## src/rtl/gauge_servo_driver.sv

```systemverilog
// Dashboard needle servo: maps (speed, gear) to a pulse width and slews it one STEP per 20 ms frame.
// Optional power-on sweep via GAUGE_SWEEP_EN; the default build tracks from the first frame.
`timescale 1ns/1ps
module gauge_servo_driver #(
  parameter int FRAME_TICKS = 200,
  parameter int MIN_W       = 5,
  parameter int MAX_W       = 25,
  parameter int STEP        = 1
) (
  input  logic       clk_100mhz,
  input  logic       rst_btn,
  input  logic       tick_10khz,
  input  logic [3:0] speed,
  input  logic [2:0] gear,
  output logic       servo_pwm,
  output logic [7:0] gauge_pos,
  output logic       settled
);
  localparam int              CW     = $clog2(FRAME_TICKS);
  localparam logic [CW-1:0]   LAST   = CW'(FRAME_TICKS - 1);
  localparam logic [7:0]      MIN_P  = 8'(MIN_W);
  localparam logic [7:0]      STEP_P = 8'(STEP);
`ifdef GAUGE_SWEEP_EN
  localparam logic [7:0]      MAX_P  = 8'(MAX_W);
  typedef enum logic [2:0] {S_HOLD, S_SLEW_UP, S_SLEW_DN, S_SWEEP_UP, S_SWEEP_DN} state_t;
`else
  typedef enum logic [2:0] {S_HOLD, S_SLEW_UP, S_SLEW_DN} state_t;
`endif

  state_t          r_state;
  logic [CW-1:0]   r_cnt;
  logic [7:0]      r_pos;
  logic            r_pwm;

  logic [3:0]      w_fs, w_s;
  logic [8:0]      w_prod, w_quot;
  logic [7:0]      w_target, w_goal, w_pos_nxt;
  logic [CW-1:0]   w_cnt_nxt;
  logic            w_bound;
  state_t          w_state_nxt;

  // Full-scale speed per gear; zero marks an invalid gear that parks the needle at MIN_W.
  always_comb begin
    case (gear)
      3'd1:    w_fs = 4'd3;
      3'd2:    w_fs = 4'd5;
      3'd3:    w_fs = 4'd7;
      3'd4:    w_fs = 4'd9;
      3'd5:    w_fs = 4'd11;
      default: w_fs = 4'd0;
    endcase
    w_s      = (speed > w_fs) ? w_fs : speed;
    w_prod   = 9'(w_s) * 9'(MAX_W - MIN_W);
    w_quot   = (w_fs == 4'd0) ? 9'd0 : w_prod / 9'(w_fs);
    w_target = MIN_P + w_quot[7:0];
  end

  always_comb begin
    w_bound = tick_10khz && (r_cnt == LAST);
    w_goal  = w_target;
`ifdef GAUGE_SWEEP_EN
    if (r_state == S_SWEEP_UP)      w_goal = MAX_P;
    else if (r_state == S_SWEEP_DN) w_goal = MIN_P;
`endif
    // Clamp each step to the goal so a reversal or small move never overshoots.
    w_pos_nxt = r_pos;
    if (w_bound) begin
      if (w_goal > r_pos)
        w_pos_nxt = (w_goal - r_pos > STEP_P) ? r_pos + STEP_P : w_goal;
      else if (w_goal < r_pos)
        w_pos_nxt = (r_pos - w_goal > STEP_P) ? r_pos - STEP_P : w_goal;
    end

    w_cnt_nxt = r_cnt;
    if (tick_10khz)
      w_cnt_nxt = (r_cnt == LAST) ? '0 : r_cnt + CW'(1);

    if (w_pos_nxt == w_goal)     w_state_nxt = S_HOLD;
    else if (w_goal > w_pos_nxt) w_state_nxt = S_SLEW_UP;
    else                         w_state_nxt = S_SLEW_DN;
`ifdef GAUGE_SWEEP_EN
    case (r_state)
      S_SWEEP_UP: w_state_nxt = (w_pos_nxt == MAX_P) ? S_SWEEP_DN : S_SWEEP_UP;
      S_SWEEP_DN: begin
        if (w_pos_nxt != MIN_P)         w_state_nxt = S_SWEEP_DN;
        else if (w_target == MIN_P)     w_state_nxt = S_HOLD;
        else                            w_state_nxt = S_SLEW_UP;
      end
      default: ;
    endcase
`endif
  end

  always_ff @(posedge clk_100mhz) begin
    if (rst_btn) begin
      r_cnt   <= '0;
      r_pos   <= MIN_P;
      r_pwm   <= 1'b0;
`ifdef GAUGE_SWEEP_EN
      r_state <= S_SWEEP_UP;
`else
      r_state <= S_HOLD;
`endif
    end else if (tick_10khz) begin
      r_cnt <= w_cnt_nxt;
      // Slot 0 of a new frame already uses the width chosen at the boundary.
      r_pwm <= (32'(w_cnt_nxt) < 32'(w_pos_nxt));
      if (w_bound) begin
        r_pos   <= w_pos_nxt;
        r_state <= w_state_nxt;
      end
    end
  end

  assign servo_pwm = r_pwm;
  assign gauge_pos = r_pos;
  assign settled   = (r_state == S_HOLD);
endmodule

```

## config.mk

```make
export PLATFORM = sky130hd
export DESIGN_NAME = gauge_servo_driver
export DESIGN_NICKNAME = d
export VERILOG_FILES = /design/src/rtl/gauge_servo_driver.sv
export SDC_FILE = /design/constraint.sdc
export NUM_CORES = 1
export LEC_CHECK = 0
export BUFFER_PORTS_ARGS = -buffer_cell sky130_fd_sc_hd__buf_2
export CORE_ASPECT_RATIO = 1.75
export CORE_MARGIN = 5
export CORE_UTILIZATION = 45
export CTS_BUF_LIST = sky130_fd_sc_hd__clkbuf_8
export CTS_CLUSTER_DIAMETER = 150
export DETAILED_ROUTE_END_ITERATION = 7
export PLACE_DENSITY_LB_ADDON = 0.3
export SYNTH_ARGS = -nofsm -noshare
export SYNTH_HDL_FRONTEND = slang
export SYNTH_SLANG_ARGS = --single-unit
```

## constraint.sdc

```tcl
create_clock -name clk_100mhz -period 31.4 [get_ports clk_100mhz]
set_input_delay 1.57 -clock clk_100mhz [delete_from_list [all_inputs] [get_ports clk_100mhz]]
set_output_delay 1.57 -clock clk_100mhz [all_outputs]
set_load 0.02 [all_outputs]
```

# [Word level (Yosys, flattened, before mapping)]
# Index checks and enable logic that the tools add are counted.
[op_classes] addsub=6 mul=1 div=1 n_lt_le_gt_ge=7 eq_ne=7 n_mux=12 n_reduce_logical=4
[op_table] op="$mux 8" n=8
[op_table] op="$pmux 4 s5" n=1
[op_table] op="$add 8x1->8 const B" n=2
[op_table] op="$gt 8x1->1 const B" n=2
[op_table] op="$gt 8x8->1" n=2
[op_table] op="$lt 8x8->1" n=2
[op_table] op="$sub 8x8->8" n=2
[op_table] op="$div 9x4->9" n=1
[op_table] op="$add 3x8->8 const A" n=1
[op_table] op="$eq 8x8->1" n=1
[op_table] op="$eq 8x8->1 const B" n=1
[op_table] op="$sub 8x1->8 const B" n=1
[op_table] op="$mul 4x3->7 const B" n=1
[op_table] op="$eq 3x2->1 const B" n=2
[op_table] op="$eq 3x3->1 const B" n=2
[op_table] op="$gt 4x4->1" n=1
[op_table] op="$logic_not 4->1" n=1
[op_table] op="$mux 2" n=2
[op_table] op="$mux 4" n=1
[op_table] op="$eq 3x1->1 const B" n=1
[op_table] op="$logic_not 3->1" n=1
[op_table] op="$reduce_and 2->1" n=1
[op_table] op="$logic_and 1x1->1" n=1
[word_totals] ff_bits=20 input_bits=10 out_inout_bits=10 elab_cells=42

# [Logic depth before layout (Yosys ltp)]
# Gate-level depths: netlist of the first run.
[depth] depth_word=17 ltp_mapped=112 depth_no_buf=107

# [Worst setup path after synthesis of the first run]
# Ideal clock, no wire load.
[synth_timing] kind="input -> register" from="input gear[1]" to="register r_state[0]" setup_time_ps=129 arrival_time_ps=21395 t_required_ps=31271 setup_slack_ps=9876 stages=104 n_path_buf=4 path_cell_list="inv_1 > ha_1 > a21oi_1 > o21ai_0 > ha_1 > nor2b_1 > o21a_1 > o21ai_4 > mux2i_1 > inv_1 > ha_1 > ha_1 > fa_1 > nor2b_1 > a311o_1 > nor3_2 > inv_1 > ha_1 > [... 68 more ...] > and2_1 > buf_4 > o32ai_1 > a21oi_1 > o22ai_1 > ha_1 > nor2b_1 > o21a_1 > o21ai_0 > nand2b_1 > a21oi_1 > nor2b_1 > o21ai_0 > nand2b_1 > a21oi_1 > nor3_1 > a21oi_1 > nor2_1"
[synth_between] elab_chain_len=17 elab_cells_between_ends=28 classes_between="add/sub: 3; mul: 1; div: 1; order compare: 6; eq/ne: 6; mux: 10; reduce/logical: 1"
[synth_lines] element="start: declaration" line_no="14" rtl="input logic [2:0] gear,"
[synth_lines] element="$eq 3x3->1, or another cell as far along" line_no="44" rtl="case (gear)"
[synth_lines] element="$pmux 4 s5 (*)" line_no="44"
[synth_lines] element="$gt 4x4->1" line_no="52" rtl="w_s = (speed > w_fs) ? w_fs : speed;"
[synth_lines] element="$mux 4" line_no="52"
[synth_lines] element="$mul 4x3->7" line_no="53" rtl="w_prod = 9'(w_s) * 9'(MAX_W - MIN_W);"
[synth_lines] element="$div 9x4->9" line_no="54" rtl="w_quot = (w_fs == 4'd0) ? 9'd0 : w_prod / 9'(w_fs);"
[synth_lines] element="$mux 8 (*)" line_no="54"
[synth_lines] element="$add 3x8->8 (*)" line_no="55" rtl="w_target = MIN_P + w_quot[7:0];"
[synth_lines] element="$sub 8x8->8" line_no="71" rtl="w_pos_nxt = (r_pos - w_goal > STEP_P) ? r_pos - STEP_P : w_goal;"
[synth_lines] element="$gt 8x1->1" line_no="71"
[synth_lines] element="$mux 8" line_no="71"
[synth_lines] element="$mux 8" line_no="70" rtl="else if (w_goal < r_pos)"
[synth_lines] element="$mux 8" line_no="68" rtl="if (w_goal > r_pos)"
[synth_lines] element="$mux 8" line_no="67" rtl="if (w_bound) begin"
[synth_lines] element="$gt 8x8->1" line_no="79" rtl="else if (w_goal > w_pos_nxt) w_state_nxt = S_SLEW_UP;"
[synth_lines] element="$mux 2" line_no="79"
[synth_lines] element="$mux 2 (*)" line_no="78" rtl="if (w_pos_nxt == w_goal) w_state_nxt = S_HOLD;"
[synth_lines] element="end signal: assignment" line_no="110" rtl="r_state <= w_state_nxt;"
[synth_lines] element="end: declaration" line_no="30" rtl="state_t r_state;"
# Every way passes the cells marked *; elsewhere a longest branch is shown, timed or not.
# A chain may end at the register's enable or synchronous reset.

# [Worst setup path in the final report of the first run]
# Same ends and word-level chain as after synthesis.

==> key figures, run 1 <==
Die
  • Die area: 13600 µm²
  • Rows: 51
  • Core box area: approximately 11000 µm²
  • Ports: 20
  • Die span in y: 151 µm
  • Initial Util: a little under half
  • Die width: 90.4 µm

Critical path
  • Critical Path Max Stage Delay: between 0.5 and 0.6 ns
  • Worst path bufs/invs: 8
  • CP Depth: 103
  • Worst setup SP type: input pin
  • CP top delay family: compound AO/OA/AOI/OAI gates
  • Reg2reg path depth: 28
  • Critical path's most frequent cell: ha_1
  • CP arrival: ~25 ns
  • Endpoint type of the worst setup path: flip-flop
  • Req. time, crit path: 31.55 ns
  • Crit Path Max Fanout: 14
  • CP max stage cell: or4_4
  • WS Path Type: in2reg

CTS
  • Post CTS Setup Buffer Count: 0
  • Sink Count: 19
  • Cts repair resizes: 0
  • Reg clk slew, reported paths: approximately 0.080 ns
  • Root buffer cell: clkbuf_8
  • CTS tree: done
  • Clock Latency Late Sink: ~0.26 ns
  • CTS buffer count: 3
  • Hold-fix buffers, CTS: 0
  • Clock buffer depth: 2
  • H-tree depth: 1

Status
  • Status: finished clean

Cells and area
  • Layout Cells excl Fill: around 840
  • Register area: between 300 and 400 µm²
  • ANT cells: 0
  • Layout area overhead: 4.43%
  • Layout cells sized above 1: about 8.8%
  • Layout fillers: about 1200
  • Multi-input gate area: roughly 4400 µm²
  • Nets: between 700 and 800
  • Fin util: a little under half

Synth
  • Synth Flop Type: dfxtp_1
  • Most frequent cell after synthesis: nor2_1
  • Synth cell types: between 80 and 90
  • Mapped Cells: roughly 700
  • Post-synth ARST share: 0%
  • Flops & latches, synth: 19
  • Synth top cells by count: nor2_1 (77), ha_1 (75), a21oi_1 (50)
  • Post-synthesis mux area share: 4.60%
  • Mapped Area: a little over 5000 µm²
  • Main combinational cell family by area after synthesis: compound AO/OA/AOI/OAI gates
  • Ys Warns: 0
  • Post-Synth Simple-Gate Area: approximately a quarter
  • Post-Synthesis Net Count: ~790
  • Syn Area/Cell: just over 7 µm²
  • Area leader, netlist: ha_1
  • Seq/Total Area, Yosys: under 10%
  • Top cell type's share of synthesized area: between 10% and 20%
  • Synth area leaders: ha_1 (18%), dfxtp_1 (7.5%), nor2_1 (5.7%)
  • Number of synthesized flops with an enable pin: 0
  • Post-synthesis adder-cell area fraction: between 20% and 30%
  • Compound-cell area share of the yosys netlist: approximately a third
  • XOR/XNOR Fraction of Synth Area: ~5.2%

Routing
  • WL final: ~15000 µm
  • DRC viols: 0
  • Routed Antenna Nets: 0
  • Via Count: 5365
  • WL per Instance: 18.2 µm
  • Pre-antenna DRT Iters: 5
  • First DRT Iteration DRCs: 331
  • Drt via density: 6.42

Timing
  • Hold Vio Cnt, Final: 0
  • Fmax: 40.7 MHz
  • Relative slew slack: a little under half
  • Slew Limit Fails: 0
  • Setup-failing EPs final: 0
  • Actual slew at the worst max-slew pin: just over 0.8 ns
  • RSZ-0062 raised after global routing: false
  • Setup total negative slack: 0 ns
  • Part of the cycle the worst path needs: about four fifths
  • Worst setup skew after layout: 0.00796 ns
  • Minimum clock period: approximately 25 ns

Place
  • IO Port Bufs: 19
  • HPWL reported at the end of detailed placement: 12300 µm
  • RePlAce Congestion: ~0.93
  • Dpl cells: 832

GRT
  • M1 GR Usage: between 20% and 30%
  • Number of antenna violations at the first check in global routing: 0
  • Largest net degree at the start of global routing: 26
  • Grt total ovfl: 0
  • Vias in the first global route: 5456
  • Total track usage: between 20% and 30%
  • GR peak layer: met2
  • First-pass GRT wire length: approximately 25000 µm
  • Met2 Usage GRT: about 43%
  • Met3 Usage GRT: under 10%

Worst hold path
  • Min-delay worst type: reg2reg
  • Hold path depth: 2

Run
  • Total of max-cap violations: 0
logic make-up after synthesis:
family | count (synthesis)
adder cells (fa/ha/maj) | 79
AO/OA/AOI/OAI | 220
flip-flops | 19
AND/OR/NAND/NOR | 262
multiplexers | 22
XOR/XNOR | 30
buffers and inverters | 70
registers in the layout, summed over array words and instances, names as in the netlist:
| name | flops |
|---|---|
| gauge_pos | 8 |
| r_cnt | 8 |
| r_state | 2 |
| servo_pwm | 1 |
worst min-delay path: cells and delay by family (launching register included):
family           cells  cell delay, ns
AO/OA/AOI/OAI        1            0.07
AND/OR/NAND/NOR      1            0.07
flip-flops           1            0.34
cells in the final DEF, fill, tap and decap left out, drive strengths merged, types with 3 or more instances in the layout:
| master | count |
|---|---|
| a2111oi | 5 |
| a211o | 6 |
| a211oi | 16 |
| a21boi | 3 |
| a21o | 17 |
| a21oi | 53 |
| a22oi | 3 |
| a311o | 3 |
| a31oi | 8 |
| and2 | 10 |
| and3 | 6 |
| buf | 23 |
| clkbuf | 3 |
| dfxtp | 19 |
| fa | 4 |
| ha | 75 |
| inv | 45 |
| mux2 | 8 |
| mux2i | 14 |
| nand2 | 49 |
| nand2b | 17 |
| nand3 | 18 |
| nand4 | 11 |
| nor2 | 77 |
| nor2b | 16 |
| nor3 | 28 |
| nor4 | 12 |
| o2111ai | 4 |
| o211ai | 6 |
| o21a | 13 |
| o21ai | 38 |
| o221a | 3 |
| o22ai | 5 |
| o311a | 3 |
| o31a | 3 |
| o31ai | 9 |
| or3 | 5 |
| xnor2 | 19 |
| xor2 | 11 |
final timing paths:
kind / from / to / slack (ns)
setup / recovery: gear[1] / r_state[0] / 6.83
hold / removal: r_state[0] / r_state[0] / 0.52
setup reg to reg: gauge_pos[1] / r_state[0] / 25.41
hold reg to reg: r_state[0] / r_state[0] / 0.52
area by class of cell:
class | count | area share [%]
clock buffers | 3 | 0.777
clock inverters | 1 | 0.0942
inverters | 45 | 3.23
multi-input cells | 613 | 83.3
flip-flops and latches | 19 | 7.16
well taps | 132 | 3.11
repair buffers | 23 | 2.35
through the flow:
stage / hold WS, ns / setup WS, ns / instance area, µm²
global placement: 0.475 / 7.17 / 5270
global route: 0.557 / 5.06 / 5310
CTS: 0.531 / 7.02 / 5310
detailed placement: 0.512 / 6.80 / 5270
finish: 0.516 / 6.83 / 5310
floorplan: 0.458 / 9.88 / 5090
metal layers:
| metal | routed length, µm | share of wire [%] | vias to the layer above |
|---|---|---|---|
| met2 | 8050 | 53 | 169 |
| li1 | - | - | 2625 |
| met1 | 5730 | 38 | 2499 |
| met5 | 0 | 0 | - |
| met3 | 511 | 3.3 | 72 |
| met4 | 960 | 6.3 | 0 |
Power of run 1 is left out: the tool's default activity adds up to more than one toggle a clock period on the data nets, which glitch-free logic cannot reach.
==> inputs of run 2 (changes only) <==
- ABC_AREA: unset -> 1
- clock period: 31.4 -> 22.8 ns (I/O delays scaled with it)
==> run 2 against run 1 <==
  * Clock skew fell by 0.0067 ns
  * Synthesized cell count grew 1.6%
  * Register-to-register slack worse by 7.1 ns
  * Final cell count is 1.2% higher
  * Sequential share of layout area up 0.75 points
  * Via count down 14%
  * Critical path type unchanged
==> key figures, run 2 <==
Status
  • Status: finished clean (unchanged)

Timing
  • Slew Limit Fails: 0 (unchanged)
  • Hold Vio Cnt, Final: 0 (unchanged)
  • Relative slew slack: 59.3% (was 45.3%)
  • Minimum clock period: 20.06 ns
  • Setup total negative slack: 0 ns (unchanged)
  • Part of the cycle the worst path needs: ~88%
  • Actual slew at the worst max-slew pin: 0.603 ns (was 0.818 ns)
  • Fmax: 49.8 MHz
  • Setup-failing EPs final: 0 (unchanged)
  • RSZ-0062 raised after global routing: false (unchanged)
  • Worst setup skew after layout: 0.00131 ns (was 0.00796 ns)

Critical path
  • Reg-to-Reg End: r_state[0] (unchanged)
  • Endpoint type of the worst setup path: flip-flop (unchanged)
  • CP arrival: 20.19 ns (was 24.72 ns)
  • Worst path bufs/invs: 22 (was 8)
  • CP Launch Point: gear[1] (unchanged)
  • Worst setup path endpoint: r_state[0] (unchanged)
  • Critical path's most frequent cell: nand2_1 (was ha_1)
  • Worst setup SP type: input pin (unchanged)
  • WS Path Type: in2reg (unchanged)
  • CP max stage cell: o21ai_0 (was or4_4)
  • Critical Path Max Stage Delay: 0.50 ns (was 0.58 ns)
  • Reg2reg start: gauge_pos[5] (was gauge_pos[1])
  • CP Depth: 120 (was 103)
  • R2R Setup Slk: 18.33 ns (was 25.41 ns)
  • CP top delay family: simple AND/OR/NAND/NOR gates (was compound AO/OA/AOI/OAI gates)
  • Crit Path Max Fanout: 12 (was 14)
  • Req. time, crit path: 22.93 ns (was 31.55 ns)
  • Reg2reg path depth: 18 (was 28)

Worst hold path
  • Min-delay worst type: reg2reg (unchanged)

Cells and area
  • Most frequent cells in the layout: nand2_1 (156), inv_1 (97), ha_1 (75) (was nor2_1 (77), ha_1 (75), a21oi_1 (50))
  • Layout area overhead: 4.97% (was 4.43%)
  • Layout fillers: 1056 (was 1156)
  • Most common cell after layout, fill and taps aside: nand2_1 (was nor2_1)
  • Multi-input gate area: 3710 µm² (was 4430 µm²)
  • Layout cells sized above 1: 11.9% (was 8.81%)
  • ANT cells: 0 (unchanged)
  • Register area: 380 µm² (unchanged)
  • Nets: 811 (was 794)

Routing
  • First DRT Iteration DRCs: 184 (was 331)
  • Drt via density: 5.43 (was 6.42)
  • WL per Instance: 14.5 µm (was 18.2 µm)
  • WL final: 12300 µm (was 15300 µm)
  • Routed Antenna Nets: 0 (unchanged)
  • DRC viols: 0 (unchanged)
  • Via Count: 4591 (was 5365)
  • Pre-antenna DRT Iters: 4 (was 5)

Die
  • Initial Util: 46.2% (was 45.8%)
  • Die width: 86.3 µm (was 90.4 µm)
  • Ports: 20 (unchanged)
  • Core box area: 9910 µm² (was 11100 µm²)
  • Die span in y: 143 µm (was 151 µm)
  • Die area: 12400 µm² (was 13600 µm²)
  • Rows: 48 (was 51)

Synth
  • Post-synth ARST share: 0% (unchanged)
  • Post-Synthesis Net Count: 802 (was 791)
  • Synth cell types: 56 (was 86)
  • Flops & latches, synth: 19 (unchanged)
  • Mapped Cells: 713 (was 702)
  • Seq/Total Area, Yosys: 8.31% (was 7.47%)
  • Synth area leaders: ha_1 (20%), nand2_1 (13%), dfxtp_1 (8.3%) (was ha_1 (18%), dfxtp_1 (7.5%), nor2_1 (5.7%))
  • Syn Area/Cell: 6.42 µm² (was 7.25 µm²)
  • Area leader, netlist: ha_1 (unchanged)
  • Ys Warns: 0 (unchanged)
  • Number of synthesized flops with an enable pin: 0 (unchanged)
  • Top cell type's share of synthesized area: 20.5% (was 18.4%)
  • Mapped Area: 4580 µm² (was 5090 µm²)
  • Most frequent cell after synthesis: nand2_1 (was nor2_1)
  • Synth Flop Type: dfxtp_1 (unchanged)
  • Synth top cells by count: nand2_1 (156), inv_1 (96), ha_1 (75) (was nor2_1 (77), ha_1 (75), a21oi_1 (50))

Place
  • RePlAce Congestion: 0.924 (was 0.928)
  • IO Port Bufs: 19 (unchanged)
  • HPWL reported at the end of detailed placement: 10400 µm (was 12300 µm)

CTS
  • Hold-fix buffers, CTS: 0 (unchanged)
  • Clock Latency Late Sink: 0.25 ns (was 0.26 ns)
  • Clock buffer depth: 2 (unchanged)
  • H-tree depth: 1 (unchanged)
  • Sink Count: 19 (unchanged)
  • Post CTS Setup Buffer Count: 0 (unchanged)
  • Cts repair resizes: 0 (unchanged)
  • Root buffer cell: clkbuf_8 (unchanged)
  • Reg clk slew, reported paths: 0.07 ns (was 0.08 ns)
  • CTS buffer count: 3 (unchanged)
  • CTS tree: done (unchanged)

GRT
  • First-pass GRT wire length: 20300 µm (was 25200 µm)
  • Grt total ovfl: 0 (unchanged)
  • Number of antenna violations at the first check in global routing: 0 (unchanged)
  • Largest net degree at the start of global routing: 20 (was 26)
  • Vias in the first global route: 4628 (was 5456)
  • Total track usage: 20.0% (was 21.9%)

Run
  • Total of max-cap violations: 0 (unchanged)
[run 2: worst min path at each step]
stage                           from         end  slack (ns)  cells after the start
after floorplan           r_state[1]  r_state[1]        0.45                      2
after global placement     servo_pwm   servo_pwm        0.45                      2
after detailed placement  r_state[1]  r_state[1]        0.46                      2
after CTS                 r_state[1]  r_state[1]        0.47                      2
after global routing      r_state[1]  r_state[1]        0.50                      2
final                     r_state[1]  r_state[1]        0.47                      2
[run 2: area by class of cell]
cell class	instances	area share [%]
Clock inverter	1	0.0781
Timing Repair Buffer	19	1.98
Inverter	111	8.72
Sequential cell	19	7.91
Tap cell	125	3.25
Multi-Input combinational cell	568	77.2
Clock buffer	3	0.859
[run 2: per-layer routing]
| layer | GRT usage [%] | routed length [µm] |
|---|---|---|
| met4 | 9.36 | 499 |
| met5 | 0 | 0 |
| met1 | 18.0 | 4410 |
| met2 | 43.1 | 7150 |
| met3 | 0.918 | 211 |
[run 2: metrics by stage]
step / cell area [µm²] / util (%) / cells / hold slack [ns] / setup WS [ns]
final: 4810 / 48.5 / 846 / 0.475 / 2.74
after global routing: 4810 / 48.5 / 846 / 0.502 / 0.881
after CTS: 4810 / 48.5 / 846 / 0.470 / 2.70
after detailed placement: 4760 / 48.1 / 842 / 0.459 / 2.48
after global placement: 4760 / 48.1 / 842 / 0.453 / 2.95
after floorplan: 4580 / - / 713 / 0.445 / 5.44
[run 2: worst min-delay path, stage by stage (launching register included)]
cell and delay [ns]:
dfxtp_1 0.32, nand2_1 0.06, a21oi_1 0.05
[run 2: logic make-up (layout without fill, tap and decap cells)]
| logic type | Yosys count | count (layout) | synth area share [%] |
|---|---|---|---|
| xor+xnor | 35 | 35 | 6.86 |
| buf+inv | 126 | 134 | 10.7 |
| fa+ha+maj | 79 | 79 | 22.2 |
| compound gates | 129 | 129 | 17.0 |
| flops | 19 | 19 | 8.31 |
| simple gates | 325 | 325 | 34.9 |
Power of run 2 is left out for the same reason.
